===== config.mk =====
export PLATFORM = sky130hd
export DESIGN_NAME = load_store_unit
export DESIGN_NICKNAME = d
export VERILOG_FILES = /design/src/rtl/lsu_pkg.sv /design/src/rtl/lsu_lane_align.sv /design/src/rtl/load_store_unit.sv
export SDC_FILE = /design/constraint.sdc
export NUM_CORES = 1
export LEC_CHECK = 0
export CAP_MARGIN = 20
export CELL_PAD_IN_SITES_DETAIL_PLACEMENT = 1
export CELL_PAD_IN_SITES_GLOBAL_PLACEMENT = 1
export CORE_MARGIN = 8
export CORE_UTILIZATION = 36
export CTS_BUF_LIST = sky130_fd_sc_hd__clkbuf_16
export CTS_CLUSTER_SIZE = 40
export DETAILED_ROUTE_END_ITERATION = 8
export HOLD_SLACK_MARGIN = 0.02
export PLACE_DENSITY_LB_ADDON = 0.2
export SYNTH_ARGS = -nofsm -noshare
export SYNTH_HDL_FRONTEND = slang
export SYNTH_SLANG_ARGS = --single-unit
export TNS_END_PERCENT = 10

===== constraint.sdc =====
create_clock -name clk -period 2.7 [get_ports clk]
set_clock_uncertainty 0.15 [all_clocks]
set_input_delay 0.405 -clock clk [delete_from_list [all_inputs] [get_ports clk]]
set_output_delay 0.405 -clock clk [all_outputs]
set_load 0.01 [all_outputs]

===== src/rtl/lsu_pkg.sv =====
// Shared encodings for the load/store unit: access sizes, FSM states and
// the alignment rule applied to every captured request.
package lsu_pkg;

    localparam logic [1:0] SIZE_BYTE = 2'd0;
    localparam logic [1:0] SIZE_HALF = 2'd1;
    localparam logic [1:0] SIZE_WORD = 2'd2;

    typedef enum logic [1:0] {
        LSU_IDLE   = 2'd0,
        LSU_ACCESS = 2'd1,
        LSU_MERGE  = 2'd2
    } lsu_state_e;

    // Size 3 is not a real access size, so it is always reported as an error.
    function automatic logic isMisaligned(input logic [1:0] size, input logic [1:0] offset);
        logic bad;
        case (size)
            SIZE_BYTE: bad = 1'b0;
            SIZE_HALF: bad = offset[0];
            SIZE_WORD: bad = (offset != 2'b00);
            default:   bad = 1'b1;
        endcase
        return bad;
    endfunction

endpackage


===== src/rtl/lsu_lane_align.sv =====
// Combinational lane handling: extracts and extends load data from a memory
// word, and builds the merged word for sub-word stores (little-endian lanes).
module lsu_lane_align
    import lsu_pkg::*;
(
    input  logic [1:0]  size,
    input  logic        signedLoad,
    input  logic [1:0]  offset,
    input  logic [31:0] word,
    input  logic [31:0] wdata,
    output logic [31:0] loadData,
    output logic [31:0] mergedWord
);

    logic [7:0]  byteLane;
    logic [15:0] halfLane;

    always_comb begin
        byteLane = word[{offset, 3'b000} +: 8];
        halfLane = word[{offset[1], 4'b0000} +: 16];
        case (size)
            SIZE_BYTE: loadData = {{24{signedLoad & byteLane[7]}}, byteLane};
            SIZE_HALF: loadData = {{16{signedLoad & halfLane[15]}}, halfLane};
            default:   loadData = word;
        endcase
    end

    always_comb begin
        mergedWord = word;
        case (size)
            SIZE_BYTE: mergedWord[{offset, 3'b000} +: 8]    = wdata[7:0];
            SIZE_HALF: mergedWord[{offset[1], 4'b0000} +: 16] = wdata[15:0];
            default:   mergedWord = wdata;
        endcase
    end

endmodule


===== src/rtl/load_store_unit.sv =====
// Load/store unit between EX/MEM and a 32-word data memory: one request at a
// time, read-modify-write for sub-word stores, one-cycle registered response.
module load_store_unit
    import lsu_pkg::*;
(
    input  logic        clk,
    input  logic        rstn,
    input  logic        reqValid,
    output logic        reqReady,
    input  logic        reqWrite,
    input  logic [1:0]  reqSize,
    input  logic        reqSigned,
    input  logic [31:0] reqAddr,
    input  logic [31:0] reqWdata,
    output logic        rspValid,
    output logic [31:0] rspData,
    output logic        rspMisalign,
    output logic        memWen,
    output logic        memReadEn,
    output logic [4:0]  memAddress,
    output logic [31:0] memDataIn,
    input  logic [31:0] memDataOut
);

    lsu_state_e  state, nextState;
    logic        capWrite, capSigned;
    logic [1:0]  capSize;
    logic [6:0]  capAddr;
    logic [31:0] capWdata, mergeReg;
    logic [31:0] loadData, mergedWord;
    logic        misaligned, respond;
    logic        unusedAddrBits;

    // The memory only spans 128 bytes, so the upper address bits wrap away.
    assign unusedAddrBits = ^reqAddr[31:7];
    assign reqReady       = (state == LSU_IDLE);
    assign misaligned     = isMisaligned(capSize, capAddr[1:0]);

    lsu_lane_align u_align (
        .size       (capSize),
        .signedLoad (capSigned),
        .offset     (capAddr[1:0]),
        .word       (memDataOut),
        .wdata      (capWdata),
        .loadData   (loadData),
        .mergedWord (mergedWord)
    );

    always_ff @(posedge clk or negedge rstn) begin
        if (!rstn) begin
            state       <= LSU_IDLE;
            capWrite    <= 1'b0;
            capSigned   <= 1'b0;
            capSize     <= 2'd0;
            capAddr     <= 7'd0;
            capWdata    <= 32'd0;
            mergeReg    <= 32'd0;
            rspValid    <= 1'b0;
            rspData     <= 32'd0;
            rspMisalign <= 1'b0;
        end else begin
            state       <= nextState;
            rspValid    <= respond;
            rspData     <= (respond && !capWrite && !misaligned) ? loadData : 32'd0;
            rspMisalign <= respond && misaligned;
            if (reqValid && reqReady) begin
                capWrite  <= reqWrite;
                capSigned <= reqSigned;
                capSize   <= reqSize;
                capAddr   <= reqAddr[6:0];
                capWdata  <= reqWdata;
            end
            if (state == LSU_ACCESS && nextState == LSU_MERGE)
                mergeReg <= mergedWord;
        end
    end

    // Memory strobes are decoded from state only, so an async reset clears them at once.
    always_comb begin
        nextState  = state;
        memWen     = 1'b0;
        memReadEn  = 1'b0;
        memAddress = 5'd0;
        memDataIn  = 32'd0;
        respond    = 1'b0;
        case (state)
            LSU_IDLE: begin
                if (reqValid)
                    nextState = LSU_ACCESS;
            end
            LSU_ACCESS: begin
                if (misaligned) begin
                    respond   = 1'b1;
                    nextState = LSU_IDLE;
                end else if (!capWrite) begin
                    memReadEn  = 1'b1;
                    memAddress = capAddr[6:2];
                    respond    = 1'b1;
                    nextState  = LSU_IDLE;
                end else if (capSize == SIZE_WORD) begin
                    memWen     = 1'b1;
                    memAddress = capAddr[6:2];
                    memDataIn  = capWdata;
                    respond    = 1'b1;
                    nextState  = LSU_IDLE;
                end else begin
                    memReadEn  = 1'b1;
                    memAddress = capAddr[6:2];
                    nextState  = LSU_MERGE;
                end
            end
            LSU_MERGE: begin
                memWen     = 1'b1;
                memAddress = capAddr[6:2];
                memDataIn  = mergeReg;
                respond    = 1'b1;
                nextState  = LSU_IDLE;
            end
            default: nextState = LSU_IDLE;
        endcase
    end

endmodule


==> impl_summary.txt, run 1 <==
----------------------------------------------------
[Synth]
  Number of warnings issued by yosys ... 0
  XOR/XNOR Fraction of Synth Area ... 0
  Combinational family with the most area after synthesis ... multiplexers
  Synthesized Nets ... 602
  Cell type with the highest aggregate area in the netlist ... dfrtp_1
  Area share of the largest cell type after synthesis ... 0.488
  Fraction of the mapped netlist area in adder cells ... 0.0154
  Cell types with the largest area share after synthesis ... dfrtp_1 (49%), mux2_2 (12%), a22o_1 (6.9%), mux2i_1 (3.7%), a222oi_1 (2.6%)
  Combined area of all synthesized cells ... around 5700 um^2
  Count of state elements after synthesis ... between 100 and 150
  Share of flip-flops with an asynchronous set or reset ... 1.00
  Number of instances in the synthesized netlist ... ~490
  Top cells by instance count after synthesis ... dfrtp_1 (111), mux2_2 (62), a22o_1 (45)
  Cell with the most instances after synthesis ... dfrtp_1
  Share of the yosys chip area belonging to registers ... 0.488
  Number of distinct library cells after synthesis ... between 40 and 50
  Multiplexer share of the synthesized area ... 0.176
  EDFF count, synth ... 0
  Average instance area after synthesis ... ~12 um^2
  Fraction of the mapped netlist area in simple logic gates ... 0.108
  Share of the synthesized area in compound gates (AO/OA/AOI/OAI) ... 0.171
  Most used flip-flop cell after synthesis ... dfrtp_1

[Floorplanning]
  Area enclosed by the die boundary ... 20100 um^2
  Initial core utilization ... 0.363
  Number of rows in the core area ... 46
  Die span in x ... roughly 140 um
  I/O pin total ... 177
  Y dimension of the die ... about 140 um
  Core Region ... between 15000 and 20000 um^2

[STA]
  Setup violation total in the final timing report ... 0
  Total negative slack for setup checks ... 0 ps
  Unrepaired setup endpoints after global routing ... yes
  Max Clock Freq ... around 0.37 GHz
  Hold_ws ... between 300 and 400 ps
  Final count of pins violating max slew ... 0
  Worst-Margin Slew ... between 600 and 700 ps
  Share of the clock period used by the worst path after layout ... 0.988
  Worst-case headroom to the max-slew limit ... 0.564
  Final Hold Fails ... 0
  Final worst path period need ... 2670 ps

[Cells and area]
  Post-route insts no fill ... roughly 900
  Post-route cell area ... about 8000 um^2
  Final layout net count ... about 770
  Area occupied by multi-input gates ... approximately 2700 um^2
  Fraction of final layout cells with drive strength greater than 1 ... 0.261
  Sequential Area ... ~2800 um^2
  Number of inserted filler cells in the final layout ... ~1700
  N_diodes ... 0
  Final core utilization ... 0.504
  Area added between synthesis and finish ... 38.7%

[Routing]
  Detailed-route via count ... ~5000
  Avg WL per Cell ... roughly 24 um
  Routed wire length ... 20.7 mm
  Post-detailed-route via-to-cell ratio ... between 5 and 6
  Initial detailed-routing violation count ... 480
  Number of iterations in the first detailed-routing pass ... 7
  Routed Antenna Nets ... 0
  Residual DRC count ... 0

[Critical path]
  Signal arrival time at the worst endpoint ... 2110 ps
  Critical path endpoint ... memDataIn[27]
  Kind of cell adding the most delay to the critical path ... simple AND/OR/NAND/NOR gates
  Critical path data required time ... ~2100 ps
  Worst-case reg-to-reg path depth ... 7
  CP endpoint kind ... output port
  Peak fanout along the critical path ... 8
  Count of buffer and inverter cells on the critical path ... 4
  Reg-to-reg slack, setup ... about 300 ps
  Logic depth of the worst setup path including buffers ... 9
  Reg2Reg Capture Point ... mergeReg[22]
  Critical path class ... reg2out
  Launching element of the worst setup path ... capAddr[1]
  Max stage delay cell, worst path ... dfrtp_1
  Crit path largest cell delay ... around 400 ps
  Cell-by-cell trace of the critical path ... inv_2 -> ha_4 -> nor2b_4 -> nand4_1 -> nor2_4 -> buf_6 -> buf_8 -> a22o_1 -> buf_2
  Origin of the critical flop-to-flop path ... capAddr[1]
  Worst Setup Start Kind ... register

[Hold path]
  Hold crit path type ... reg2reg

[Status]
  Run status ... completed

[Global routing]
  Remaining Overflow, GRT ... 0
  Initial antenna violation count ... 0
  Wire length of the first global-routing pass ... 31.8 mm
  Via count of the first global-routing pass ... ~5200
  Maximum number of pins on one net before global-route repair ... 52
  Total track usage ... 0.208

[Power]
  Peak supply drop ... approximately 0.42 mV
  Pleak ... 0.00342 uW
  Pwr dens ... 1060 nW/um^2

[CTS]
  # H-tree levels ... 3
  Source-to-sink clock delay at the later pin of the worst-skew pair ... ~350 ps
  Count of clock tree sinks ... about 110
  TritonCTS clock tree ... yes
  Clock transition at path regs ... 80 ps
  CTS Buffer Depth ... 2
  Clock Root Buffer ... clkbuf_16
  Clock buffer count from CTS ... 9

[Placement]
  Global placement routability congestion ... 0.879
  Final HPWL from detailed placement ... between 15 and 20 mm
  Number of placed instances, taps included ... about 850
  Buffers on Ports ... between 150 and 200
  Post-place instance area ... 7610 um^2

[Flow run]
  Total of max-cap violations ... 0

----------------------------------------------------
worst min-delay path by stage:
| stage | from | to | slack [ps] | cells past startpoint |
|---|---|---|---|---|
| floorplan | rstn | capAddr[0] | -40 | 0 |
| CTS | capAddr[6] | capAddr[6] | 360 | 1 |
| global route | capAddr[4] | capAddr[4] | 380 | 1 |
| finish | capAddr[2] | capAddr[2] | 360 | 1 |
| detailed placement | rstn | rspData[5] | 290 | 1 |
| global placement | rstn | rspData[5] | 280 | 1 |
flip-flops by register name, indices dropped and copies added (netlist names):
name / cells
capWrite: 1
state: 2
rspMisalign: 1
capSigned: 1
rspData: 32
rspValid: 1
mergeReg: 32
capWdata: 32
capSize: 2
capAddr: 7
cell families after synthesis:
logic type / count (synthesis)
DFF: 111
adders and majority gates: 7
muxes: 87
AOI/OAI and AO/OA: 118
and+or+nand+nor: 112
buffers and inverters: 57
placed cells by master, fill, tap and decap left out, drive strengths merged, types with 4 or more instances in the layout:
master         synthesis  final
clkdlybuf4s50          0    112
dfrtp                111    111
buf                   15     63
mux2                  62     62
a22o                  45     45
nor3                  24     24
inv                   22     24
nand2                 22     22
nor2b                 22     22
mux2i                 21     21
a21oi                 16     16
a222oi                15     15
clkbuf                20     15
nor2                  13     13
nand2b                 8      8
o22ai                  8      8
ha                     7      7
a221o                  6      6
and2                   5      5
o221a                  5      5
dlygate4sd2            0      5
mux4                   4      4
and3                   4      4
a31oi                  4      4
a221oi                 4      4
o21a                   4      4
clkinv                 0      4
layer usage:
layer | GRT usage | wire (um) | vias to the layer above
li1 | - | - | 2177
met3 | 0.0326 | 1360 | 30
met4 | 0.0718 | 488 | 0
met1 | 0.283 | 9290 | 2455
met5 | 0 | 0 | -
met2 | 0.329 | 9560 | 193
power by group:
part	switching, uW	internal (uW)	leakage [uW]
Clock	635	628	0.000131
Sequential	624	2330	0.00138
Combinational	2100	2050	0.00191
Total	3360	5010	0.00342
metrics by stage:
step | setup slack, ps | total power (uW)
2_1_floorplan | 202 | 5420
5_1_grt | -21.8 | 8870
4_1_cts | -80.2 | 8370
3_3_place_gp | 37.6 | 6830
3_5_place_dp | 11.9 | 7060
6_report | 31.4 | 8360
what timing repair did:
action	CTS	global route
setup endpoints to repair	39	36
endpoints found under the hold margin	39	0
cloned	3	0
setup buffers	5	1
hold buffers	1	0
pin swaps	14	2
gates resized for setup	133	11
area by class of cell:
| type | instances | share of cell area |
|---|---|---|
| Inverter | 22 | 0.0105 |
| Clock buffer | 9 | 0.0286 |
| Multi-Input combinational cell | 324 | 0.345 |
| Sequential cell | 111 | 0.352 |
| Timing Repair Buffer | 190 | 0.223 |
| Tap cell | 216 | 0.0343 |
| Clock inverter | 7 | 0.00587 |
Power figures use the tool's default switching activity.
==> run 2: changes to the inputs <==
--- a/config.mk
+++ b/config.mk
@@ -7,5 +7,5 @@
 export LEC_CHECK = 0
 export CAP_MARGIN = 20
-export CELL_PAD_IN_SITES_DETAIL_PLACEMENT = 1
+export CELL_PAD_IN_SITES_DETAIL_PLACEMENT = 0
 export CELL_PAD_IN_SITES_GLOBAL_PLACEMENT = 1
 export CORE_MARGIN = 8
--- a/constraint.sdc
+++ b/constraint.sdc
@@ -3,3 +3,3 @@
 set_input_delay 0.405 -clock clk [delete_from_list [all_inputs] [get_ports clk]]
 set_output_delay 0.405 -clock clk [all_outputs]
-set_load 0.01 [all_outputs]
+set_load 0.05 [all_outputs]
==> run 2 against run 1 <==
Against the previous run: global-route usage is 2.3 points lower; total power rose by 11%; count of clock-buffer cells in the layout stayed put; critical path type unchanged.
==> impl_summary.txt, run 2 (synthesis gave the netlist of run 1 again) <==
----------------------------------------------------
[Critical path]
  Peak fanout along the critical path ... 8 (unchanged)
  Signal arrival time at the worst endpoint ... 2080 ps (was 2110 ps)
  Critical path data required time ... 2140 ps (about the same)
  CP endpoint kind ... output port (unchanged)
  Critical path class ... reg2out (unchanged)
  Worst Setup Start Kind ... register (unchanged)

[STA]
  Final worst path period need ... 2630 ps (was 2670 ps)
  Share of the clock period used by the worst path after layout ... 0.976 (was 0.988)
  Final count of pins violating max slew ... 0 (unchanged)
  Hold_ws ... 353 ps (was 356 ps)
  Unrepaired setup endpoints after global routing ... yes (unchanged)
  Setup violation total in the final timing report ... 0 (unchanged)
  Final Hold Fails ... 0 (unchanged)
  Worst-case headroom to the max-slew limit ... 0.554 (was 0.564)
  Max Clock Freq ... 0.380 GHz (was 0.375 GHz)
  Worst-Margin Slew ... 670 ps (was 654 ps)

[Routing]
  Avg WL per Cell ... 22.0 um (was 23.6 um)
  Routed wire length ... 19.1 mm (was 20.7 mm)
  Initial detailed-routing violation count ... 550 (was 480)
  Routed Antenna Nets ... 0 (unchanged)
  Number of iterations in the first detailed-routing pass ... 6 (was 7)
  Post-detailed-route via-to-cell ratio ... 5.43 (was 5.52)
  Residual DRC count ... 0 (unchanged)
  Detailed-route via count ... 4728 (was 4855)

[Power]
  Sum of internal, switching and leakage power ... 9250 uW (was 8360 uW)
  Peak supply drop ... 0.434 mV (was 0.420 mV)
  Pleak ... 0.00367 uW (was 0.00342 uW)
  Pwr dens ... 1080 nW/um^2 (was 1060 nW/um^2)

[Cells and area]
  N_diodes ... 0 (unchanged)
  Registers with the highest flip-flop counts ... capWdata: 32 flops, mergeReg: 32 flops, rspData: 32 flops (unchanged)
  Leading cell types in the layout, fill and taps excluded ... dfrtp_1 (111), clkdlybuf4s50_1 (111), mux2_2 (62) (was clkdlybuf4s50_1 (112), dfrtp_1 (111), mux2_2 (62))
  Area added between synthesis and finish ... 51.1% (was 38.7%)
  Number of inserted filler cells in the final layout ... 1368 (was 1690)
  Fraction of final layout cells with drive strength greater than 1 ... 0.304 (was 0.261)
  Final layout net count ... 760 (was 768)

[Flow run]
  Total of max-cap violations ... 0 (unchanged)

[Global routing]
  Remaining Overflow, GRT ... 0 (unchanged)
  Via count of the first global-routing pass ... 4829 (was 5215)
  Maximum number of pins on one net before global-route repair ... 46 (was 52)
  Wire length of the first global-routing pass ... 28.4 mm (was 31.8 mm)
  Total track usage ... 0.185 (was 0.208)
  Initial antenna violation count ... 0 (unchanged)

[CTS]
  Count of clock tree sinks ... 111 (unchanged)
  Clock buffer count from CTS ... 9 (unchanged)
  Clock Root Buffer ... clkbuf_16 (unchanged)
  CTS Buffer Depth ... 2 (unchanged)
  Clock transition at path regs ... 70 ps (was 80 ps)
  Source-to-sink clock delay at the later pin of the worst-skew pair ... 350 ps (about the same)
  TritonCTS clock tree ... yes (unchanged)
  # H-tree levels ... 3 (unchanged)

[Hold path]
  Hold crit path type ... reg2reg (unchanged)

[Floorplanning]
  Area enclosed by the die boundary ... 20100 um^2 (unchanged)
  Initial core utilization ... 0.363 (unchanged)
  Core Region ... 15700 um^2 (unchanged)
  Number of rows in the core area ... 46 (unchanged)
  Die span in x ... 142 um (unchanged)
  Y dimension of the die ... 142 um (unchanged)
  I/O pin total ... 177 (unchanged)

[Placement]
  Buffers on Ports ... 151 (unchanged)
  Global placement routability congestion ... 0.846 (was 0.879)
  Final HPWL from detailed placement ... 13.9 mm (was 15.1 mm)

[Status]
  Run status ... completed (unchanged)

----------------------------------------------------
==> run 2: cell type report <==
cell class,count,area [um^2],area share
Multi-Input combinational cell,324,2960,0.345
Sequential cell,111,2780,0.323
Clock buffer,9,225,0.0262
Inverter,22,82.6,0.00961
Timing Repair Buffer,182,2190,0.255
Tap cell,216,270,0.0315
Clock inverter,7,80.1,0.00932
==> run 2: worst max-delay path, cell delays in order, from the launching register on <==
cell and delay [ps]:
dfrtp_1 390, inv_2 80, ha_4 150, nor2b_4 140
nand4_1 170, nor2_4 170, buf_12 140, buf_12 140
a22o_1 190, buf_12 150
==> run 2: routing by layer <==
layer  GRT usage  share of wire  wire [um]
met1       0.249           0.43       8320
met5           0              0          0
met2       0.288           0.47       8990
met3      0.0366          0.073       1400
met4      0.0690          0.021        410
==> run 2: final timing paths <==
path                                 start      endpoint  slack (ps)  cells after the start
worst max register to register  capAddr[1]  mergeReg[21]         340                      7
max in group asynchronous             rstn   capWdata[6]        1260                      3
worst min-delay path            capAddr[5]    capAddr[5]         350                      1
worst min register to register  capAddr[5]    capAddr[5]         350                      1
worst max-delay path            capAddr[1]  memDataIn[0]          70                      9
min in group asynchronous             rstn    capSize[1]         470                      2
==> run 2: power breakdown <==
part	leakage [uW]	switching, uW	internal [uW]
Combinational	0.00213	2580	2260
Clock	0.000157	588	799
Sequential	0.00138	687	2330
Total	0.00367	3860	5390
==> run 2: metrics by stage <==
step	utilization	cells	setup TNS, ps	instance area [um^2]	worst slack (ps)
6_report	0.549	871	0	8590	65.8
3_5_place_dp	0.506	849	0	7920	316
2_1_floorplan	-	492	-1590	5690	-58.7
5_1_grt	0.549	871	-182	8590	-27.5
3_3_place_gp	0.506	849	0	7920	338
4_1_cts	0.527	866	-432	8250	-38.8
==> run 2: repair_timing <==
action,in CTS,in global routing
endpoints found under the setup margin,31,37
gates resized for setup,3,35
hold endpoints to repair,42,0
hold buffers,1,0
buffers inserted,0,2
gates cloned,0,3
pin swaps,1,3
